**src/rtl/error_monitor_reader_if.sv**
```systemverilog
// Bus bundle between the processor-side read logic and error_monitor_reader.
// The master modport is the requester/environment side and the slave modport is the reader.
interface error_monitor_reader_if #(
    parameter int NBITS = 26
);
    // Strobe semantics, no backpressure: RD_REQ is a level that is accepted only while
    // RD_BUSY=0. SER_DATA is meaningful only while SER_VALID=1, and a bit advances on each
    // BIT_STB. RD_DONE is a single-cycle completion pulse.
    logic             BIT_STB;
    logic             RD_REQ;
    logic [NBITS-1:0] EM_N;
    logic             SER_DATA;
    logic             SER_VALID;
    logic             RD_BUSY;
    logic             RD_DONE;
    logic             EMRS1;
    logic             EMRS2;
    logic             OVERRUN;
    logic             EM_ANY;

    modport master (
        output BIT_STB, RD_REQ, EM_N,
        input  SER_DATA, SER_VALID, RD_BUSY, RD_DONE, EMRS1, EMRS2, OVERRUN, EM_ANY
    );

    modport slave (
        input  BIT_STB, RD_REQ, EM_N,
        output SER_DATA, SER_VALID, RD_BUSY, RD_DONE, EMRS1, EMRS2, OVERRUN, EM_ANY
    );
endinterface

```
**src/rtl/error_monitor_reader.sv**
```systemverilog
// Error monitor read side: snapshot EM latches, shift them out serially, then pulse EMRS1/EMRS2.
// Define ERRMON_PARITY_EN to append an odd-parity bit after the last error bit.
module error_monitor_reader #(
    parameter int NBITS   = 26,
    parameter int SPLIT   = 13,
    parameter int RST_LEN = 2
) (
    input  logic                   SIM_CLK,
    input  logic                   SIM_RST,
    error_monitor_reader_if.slave  bus,
    output logic [2:0]             dbg_state
);
    typedef enum logic [2:0] {
        S_IDLE    = 3'd0,
        S_CAPTURE = 3'd1,
        S_SHIFT   = 3'd2,
        S_CLEAR   = 3'd3,
        S_DONE    = 3'd4
    } state_e;

    localparam int CW = $clog2(NBITS + 2);
    localparam int RW = (RST_LEN > 1) ? $clog2(RST_LEN) : 1;
`ifdef ERRMON_PARITY_EN
    localparam int NSENT = NBITS + 1;
`else
    localparam int NSENT = NBITS;
`endif
    localparam logic [CW-1:0] LAST     = CW'(NSENT - 1);
    localparam logic [RW-1:0] RCNT_END = RW'(RST_LEN - 1);

    state_e           state_q, state_d;
    logic [NBITS-1:0] snap_q, snap_d;
    logic [CW-1:0]    cnt_q, cnt_d;
    logic [RW-1:0]    rcnt_q, rcnt_d;
    logic             sup1_q, sup1_d;
    logic             sup2_q, sup2_d;
    logic             overrun_q, overrun_d;
    logic             em_any_q, em_any_d;

    logic [NBITS-1:0] em_set;
    logic [NBITS-1:0] late;
    logic [NBITS:0]   word;
    logic             ser_data, ser_valid, emrs1, emrs2;

    assign em_set = ~bus.EM_N;
    // Errors that are latched now but were absent from the snapshot would be lost by a clear.
    assign late   = em_set & ~snap_q;

`ifdef ERRMON_PARITY_EN
    assign word = {~^snap_q, snap_q};
`else
    assign word = {1'b0, snap_q};
`endif

    always_comb begin
        state_d   = state_q;
        snap_d    = snap_q;
        cnt_d     = cnt_q;
        rcnt_d    = rcnt_q;
        sup1_d    = sup1_q;
        sup2_d    = sup2_q;
        overrun_d = overrun_q;
        em_any_d  = |em_set;
        ser_data  = 1'b0;
        ser_valid = 1'b0;
        emrs1     = 1'b0;
        emrs2     = 1'b0;

        unique case (state_q)
            S_IDLE: begin
                if (bus.RD_REQ) begin
                    state_d   = S_CAPTURE;
                    overrun_d = 1'b0;
                    sup1_d    = 1'b0;
                    sup2_d    = 1'b0;
                end
            end
            S_CAPTURE: begin
                snap_d  = em_set;
                cnt_d   = '0;
                state_d = S_SHIFT;
            end
            S_SHIFT: begin
                ser_valid = 1'b1;
                ser_data  = word[cnt_q];
                if (|late[SPLIT-1:0])     sup1_d = 1'b1;
                if (|late[NBITS-1:SPLIT]) sup2_d = 1'b1;
                if (bus.BIT_STB) begin
                    cnt_d = cnt_q + 1'b1;
                    if (cnt_q == LAST) begin
                        state_d = S_CLEAR;
                        rcnt_d  = '0;
                    end
                end
            end
            S_CLEAR: begin
                emrs1 = (|snap_q[SPLIT-1:0]) & ~sup1_q;
                emrs2 = (|snap_q[NBITS-1:SPLIT]) & ~sup2_q;
                if (sup1_q || sup2_q) overrun_d = 1'b1;
                if (rcnt_q == RCNT_END) state_d = S_DONE;
                else                    rcnt_d  = rcnt_q + 1'b1;
            end
            S_DONE: begin
                state_d = S_IDLE;
            end
            default: begin
                state_d = S_IDLE;
            end
        endcase
    end

    always_ff @(posedge SIM_CLK) begin
        if (SIM_RST) begin
            state_q   <= S_IDLE;
            snap_q    <= '0;
            cnt_q     <= '0;
            rcnt_q    <= '0;
            sup1_q    <= 1'b0;
            sup2_q    <= 1'b0;
            overrun_q <= 1'b0;
            em_any_q  <= 1'b0;
        end else begin
            state_q   <= state_d;
            snap_q    <= snap_d;
            cnt_q     <= cnt_d;
            rcnt_q    <= rcnt_d;
            sup1_q    <= sup1_d;
            sup2_q    <= sup2_d;
            overrun_q <= overrun_d;
            em_any_q  <= em_any_d;
        end
    end

    // Outputs decode the registered state, so a reset edge drops them all at once.
    assign bus.SER_DATA  = ser_data;
    assign bus.SER_VALID = ser_valid;
    assign bus.RD_BUSY   = (state_q != S_IDLE);
    assign bus.RD_DONE   = (state_q == S_DONE);
    assign bus.EMRS1     = emrs1;
    assign bus.EMRS2     = emrs2;
    assign bus.OVERRUN   = overrun_q;
    assign bus.EM_ANY    = em_any_q;
    assign dbg_state     = state_q;
endmodule

```
**src/flat_wrapper.sv**
```systemverilog
// flat-port wrapper written by rule: the top's interface ports become plain ports
module error_monitor_reader_flat 
#(
    parameter int NBITS   = 26,
    parameter int SPLIT   = 13,
    parameter int RST_LEN = 2
)
  (SIM_CLK, SIM_RST, dbg_state, bus_BIT_STB, bus_RD_REQ, bus_EM_N, bus_SER_DATA, bus_SER_VALID, bus_RD_BUSY, bus_RD_DONE, bus_EMRS1, bus_EMRS2, bus_OVERRUN, bus_EM_ANY);
  error_monitor_reader_if #(.NBITS(NBITS)) bus_i ();
  input  logic SIM_CLK;
  input  logic SIM_RST;
  output logic [2:0] dbg_state;
  input wire logic [$bits(bus_i.BIT_STB)-1:0] bus_BIT_STB;
  input wire logic [$bits(bus_i.RD_REQ)-1:0] bus_RD_REQ;
  input wire logic [$bits(bus_i.EM_N)-1:0] bus_EM_N;
  output wire logic [$bits(bus_i.SER_DATA)-1:0] bus_SER_DATA;
  output wire logic [$bits(bus_i.SER_VALID)-1:0] bus_SER_VALID;
  output wire logic [$bits(bus_i.RD_BUSY)-1:0] bus_RD_BUSY;
  output wire logic [$bits(bus_i.RD_DONE)-1:0] bus_RD_DONE;
  output wire logic [$bits(bus_i.EMRS1)-1:0] bus_EMRS1;
  output wire logic [$bits(bus_i.EMRS2)-1:0] bus_EMRS2;
  output wire logic [$bits(bus_i.OVERRUN)-1:0] bus_OVERRUN;
  output wire logic [$bits(bus_i.EM_ANY)-1:0] bus_EM_ANY;
  assign bus_i.BIT_STB = bus_BIT_STB;
  assign bus_i.RD_REQ = bus_RD_REQ;
  assign bus_i.EM_N = bus_EM_N;
  assign bus_SER_DATA = bus_i.SER_DATA;
  assign bus_SER_VALID = bus_i.SER_VALID;
  assign bus_RD_BUSY = bus_i.RD_BUSY;
  assign bus_RD_DONE = bus_i.RD_DONE;
  assign bus_EMRS1 = bus_i.EMRS1;
  assign bus_EMRS2 = bus_i.EMRS2;
  assign bus_OVERRUN = bus_i.OVERRUN;
  assign bus_EM_ANY = bus_i.EM_ANY;
  error_monitor_reader #(.NBITS(NBITS), .SPLIT(SPLIT), .RST_LEN(RST_LEN)) u_core (.SIM_CLK(SIM_CLK), .SIM_RST(SIM_RST), .bus(bus_i), .dbg_state(dbg_state));
endmodule
```
**config.mk**
```make
export PLATFORM = sky130hd
export DESIGN_NAME = error_monitor_reader_flat
export DESIGN_NICKNAME = d
export VERILOG_FILES = /design/src/rtl/error_monitor_reader_if.sv /design/src/rtl/error_monitor_reader.sv /design/src/flat_wrapper.sv
export SDC_FILE = /design/constraint.sdc
export NUM_CORES = 1
export LEC_CHECK = 0
export ABC_AREA = 1
export CAP_MARGIN = 20
export CELL_PAD_IN_SITES_DETAIL_PLACEMENT = 2
export CELL_PAD_IN_SITES_GLOBAL_PLACEMENT = 2
export CORE_MARGIN = 2
export CORE_UTILIZATION = 30
export CTS_CLUSTER_DIAMETER = 100
export DETAILED_ROUTE_END_ITERATION = 12
export PLACE_DENSITY_LB_ADDON = 0.1
export SYNTH_ARGS = -nofsm -noshare
export SYNTH_HDL_FRONTEND = slang
export SYNTH_SLANG_ARGS = --single-unit
```
**constraint.sdc**
```tcl
create_clock -name SIM_CLK -period 1.9 [get_ports SIM_CLK]
set_input_delay 0.38 -clock SIM_CLK [delete_from_list [all_inputs] [get_ports SIM_CLK]]
set_output_delay 0.38 -clock SIM_CLK [all_outputs]
set_load 0.05 [all_outputs]
```
==> results list <==
- Met3 track demand over resource in global routing: 0.02770
- Fraction of synthesized cell area taken by the top area cell type: 0.3564
- 41 I/O pins were placed.
- Remaining antenna violation count: 0
- Post-synthesis compound-gate area fraction: 0.1810
- Of the total synthesized cell area, the portion taken by full adders, half adders and majority gates is 0.01142.
- After the last flow step, the layout net total stands at 419.
- M1 GR Usage: 0.2658
- Yosys warning count: 0
- For this run, design rule violations remaining after detail routing come to 0.
- The floorplan step set the die height to 89.46 um.
- Leakage power summed over all cells: 1.303 nW
- Proportion of power drawn by the clock network: 0.186
- Of the total power, the share spent switching nets is 0.4499.
- Among all cell types in the netlist, the one instantiated most often is nand2_1.
- Dividing total power by cell area gives a power density of 1358 nW/um2.
* Clock Root Buffer: clkbuf_8
* Crit Path Category: flip-flop to output pin
* Top post-synthesis cells by count: 71 x nand2_1, 61 x inv_1, 39 x dfxtp_1
* Setup violations, final: 1
- The checks that failed: negative setup slack.
* Detailed-placement wirelength estimate: 6148 um
* Leading area contributor after synthesis: dfxtp_1
- The layout has 872 filler cells.
- Worst Tran Pin Value: 0.5082 ns
* Share of async-settable or async-resettable flops after synthesis: 0
- TritonCTS clock tree: built
- For this run, global-route usage on met2 was measured as 0.3785.
* Port Buffers: 40
* Synth top area cells: dfxtp_1 36%, nand2_1 12%, inv_1 10%
- Via count of the first global-routing pass: 2499
- Clk_lat worst skew: 0.30 ns
- Crit path capture type: output pin
* Sequential fraction of the synthesis area: 0.3564
- Count of clock tree sinks: 39
- In the synthesized netlist the dominant register cell turns out to be dfxtp_1.
- Psw: 0.001822 W
- Deepest level of the CTS H-tree: 2
- Max transition margin: 0.6601
- Via Count: 2404
- Area enclosed by the die boundary: 8002 um2
- Count of flip-flops with a built-in enable after synthesis: 0
- The worst register-to-register path begins at u_core.dbg_state[2]$_SDFFE_PP0P_.
* Global-route total usage across every layer: 0.2091
- Basic-gate share of the synthesized area counting and, or, nand and nor cells: 0.3067
* Largest net degree at the start of global routing: 40
- XOR/XNOR Fraction of Synth Area: 0
- After clock tree synthesis, the setup repair step added 0 buffers.
* Area delta synth->final: 36.15%
* Via density: 4.936
* Number of DRC violations after detailed-routing iteration 0: 71
- Number of buffers inserted during clock tree synthesis: 5
* Synthesized area per cell: 6.369 um2
* Total nets after synthesis: 376
* Combinational power share: 0.506
- Setup clock skew after layout: 0.008773 ns
* Post-placement setup slack: 0.1454 ns
- Of the post-synthesis cell area, the part taken by muxes is 0.
* Worst reg-to-reg path cell count: 9
* Core region area: 7176 um2
- After synthesis the cells add up to 2191 um2.
* Arrival time worst endpoint: 1.55 ns
* DRT Wirelength: 7803 um
* Seq pwr share: 0.308
- For the finished layout, the period the worst path requires is 1.928 ns.
* Post-synth cell types: 26
- Across all setup checks in the final design, the least slack found is -0.02832 ns.
- Buffer depth of the longest clock path: 2
* Result of the run: finished, violations left
- Dominant combinational cell family by area after synthesis: simple AND/OR/NAND/NOR gates
- The tightest min-delay check is of the flip-flop to flip-flop type.
* Worst-case register-to-register setup slack: 0.49 ns
- In the final routed layout, each cell accounts on average for 16.02 um.
- In the synthesized netlist, the number of instances is 344.
* Rows: 31
- Grt ovf: 0
* Overall power after layout: 0.004051 W
- At the end of routability-driven placement, the weighted congestion stood at 0.7752.
- For the worst setup path, the data required time is 1.52 ns.
* Initial core utilization: 0.3053
- Worst VDD drop: 0.4141 mV
* Hold Path Origin: u_core.bus.OVERRUN$_SDFFE_PP0P_
* Crit path max fanout: 9
- Counting instances, the worst hold path has a depth of 2.
- Global routing's busiest layer: met2
- Number of endpoints with negative hold slack in the final report: 0
* Final slew viol count: 0
- Number of antenna violations at the first check in global routing: 0
- Endpoint of the worst hold-timing path: u_core.bus.OVERRUN$_SDFFE_PP0P_
- Fraction of layout cells with a size suffix above 1: 0.1418
- Flop and latch count out of synthesis: 39
- Max-cap violations in this run came to 0.
- Setup repair after global routing could not meet its margin everywhere.
* Length of the first detailed-routing pass in iterations: 4
- Final period util: 1.015
* Reg-to-reg critical path endpoint: u_core.cnt_q[3]$_SDFFE_PP0P_
- Clock-pin slew was measured on the worst setup and hold paths at 0.08 ns.
* Startpoint Class: flip-flop
- The first global-routing pass estimated 12670 um of wire.
* Fmax: 518.6 MHz
- 0 antenna diodes ended up in the layout.
- Internal power: 0.002229 W
* Die span in x: 89.46 um
[what timing repair did]
item,4_1_cts,5_1_grt
setup endpoints to repair,3,1
pin swaps,1,5
endpoints found under the hold margin,0,0
hold buffers,0,0
gates resized for setup,6,14
[worst max path at each step]
stage	from	end	slack, ns
2_1_floorplan	u_core.dbg_state[1]$_SDFFE_PP0P_	bus_EMRS1	-0.009
3_3_place_gp	u_core.cnt_q[1]$_SDFFE_PP0P_	bus_SER_DATA	0.13
3_5_place_dp	u_core.cnt_q[1]$_SDFFE_PP0P_	bus_SER_DATA	0.15
4_1_cts	u_core.cnt_q[0]$_SDFFE_PP0P_	bus_SER_DATA	-0.09
5_1_grt	u_core.cnt_q[0]$_SDFFE_PP0P_	bus_SER_DATA	-0.13
6_report	u_core.cnt_q[0]$_SDFFE_PP0P_	bus_SER_DATA	-0.03
[worst max-delay path, cell delays in order (launching register included)]
cell     delay (ns)
dfxtp_4        0.40
buf_8          0.14
nand2_1        0.06
nand3_1        0.09
nand2_1        0.08
nor2_2         0.11
nor2_2         0.05
nor2_2         0.12
nor2_4         0.06
buf_12         0.14
[power groups by stage]
stage	logic (W)	clock network (W)	registers, W
floorplan	0.00125	0	0.00130
global placement	0.00193	0	0.00124
detailed placement	0.00199	0	0.00126
CTS	0.00205	0.000760	0.00125
global route	0.00229	0.000802	0.00128
finish	0.00205	0.000754	0.00125
[registers in the layout (all words and copies together) (netlist names)]
| signal | flops |
|---|---|
| u_core.sup2_q | 1 |
| u_core.rcnt_q | 1 |
| u_core.bus.EM_ANY | 1 |
| u_core.sup1_q | 1 |
| u_core.dbg_state | 3 |
| u_core.bus.OVERRUN | 1 |
| u_core.cnt_q | 5 |
| u_core.snap_q | 26 |
[per-layer routing]
layer,routed length (um),up-vias,share of wire
met1,3524,1170,0.45
met3,211,6,0.027
met4,61,0,0.0078
met5,0,-,0
li1,-,1191,-
met2,4006,37,0.51
[metrics by stage]
| stage | TNS, ns | area [um2] | std cells | util | hold slack (ns) |
|---|---|---|---|---|---|
| after floorplan | -0.009144 | 2225 | 344 | - | 0.4483 |
| after detailed placement | 0 | 2798 | 479 | 0.3899 | 0.4892 |
| final | -0.02832 | 2983 | 487 | 0.4157 | 0.4979 |
| after global routing | -0.1254 | 2983 | 487 | 0.4157 | 0.5338 |
| after global placement | 0 | 2798 | 479 | 0.3899 | 0.4516 |
| after CTS | -0.08837 | 2935 | 487 | 0.4091 | 0.5007 |
[cell families after synthesis]
logic type               Yosys count
flip-flops                        39
buffers and inverters             78
adder cells (fa/ha/maj)            2
AO/OA/AOI/OAI                     74
AND/OR/NAND/NOR                  151
[layout by cell type (no fill, tap or decap), drive strengths merged, types with 2 or more instances in the layout]
master,instances
o21ai,28
o211ai,2
clkdlybuf4s50,31
nor2,28
nand4,14
clkbuf,6
o22ai,3
a21oi,35
inv,66
buf,17
nand3b,2
nor3,7
dfxtp,39
nand3,25
nand2,74
a211oi,3
ha,2
[area by class of cell]
class	instances	area (um2)	share of cell area
Sequential cell	39	792.0	0.2655
Clock buffer	6	82.58	0.02768
Multi-Input combinational cell	227	1170	0.3922
Timing Repair Buffer	48	524.3	0.1758
Inverter	66	255.2	0.08557
Tap cell	99	123.9	0.04153
Clock inverter	2	35.03	0.01174
Note: power is estimated with default switching activity, not from simulation.
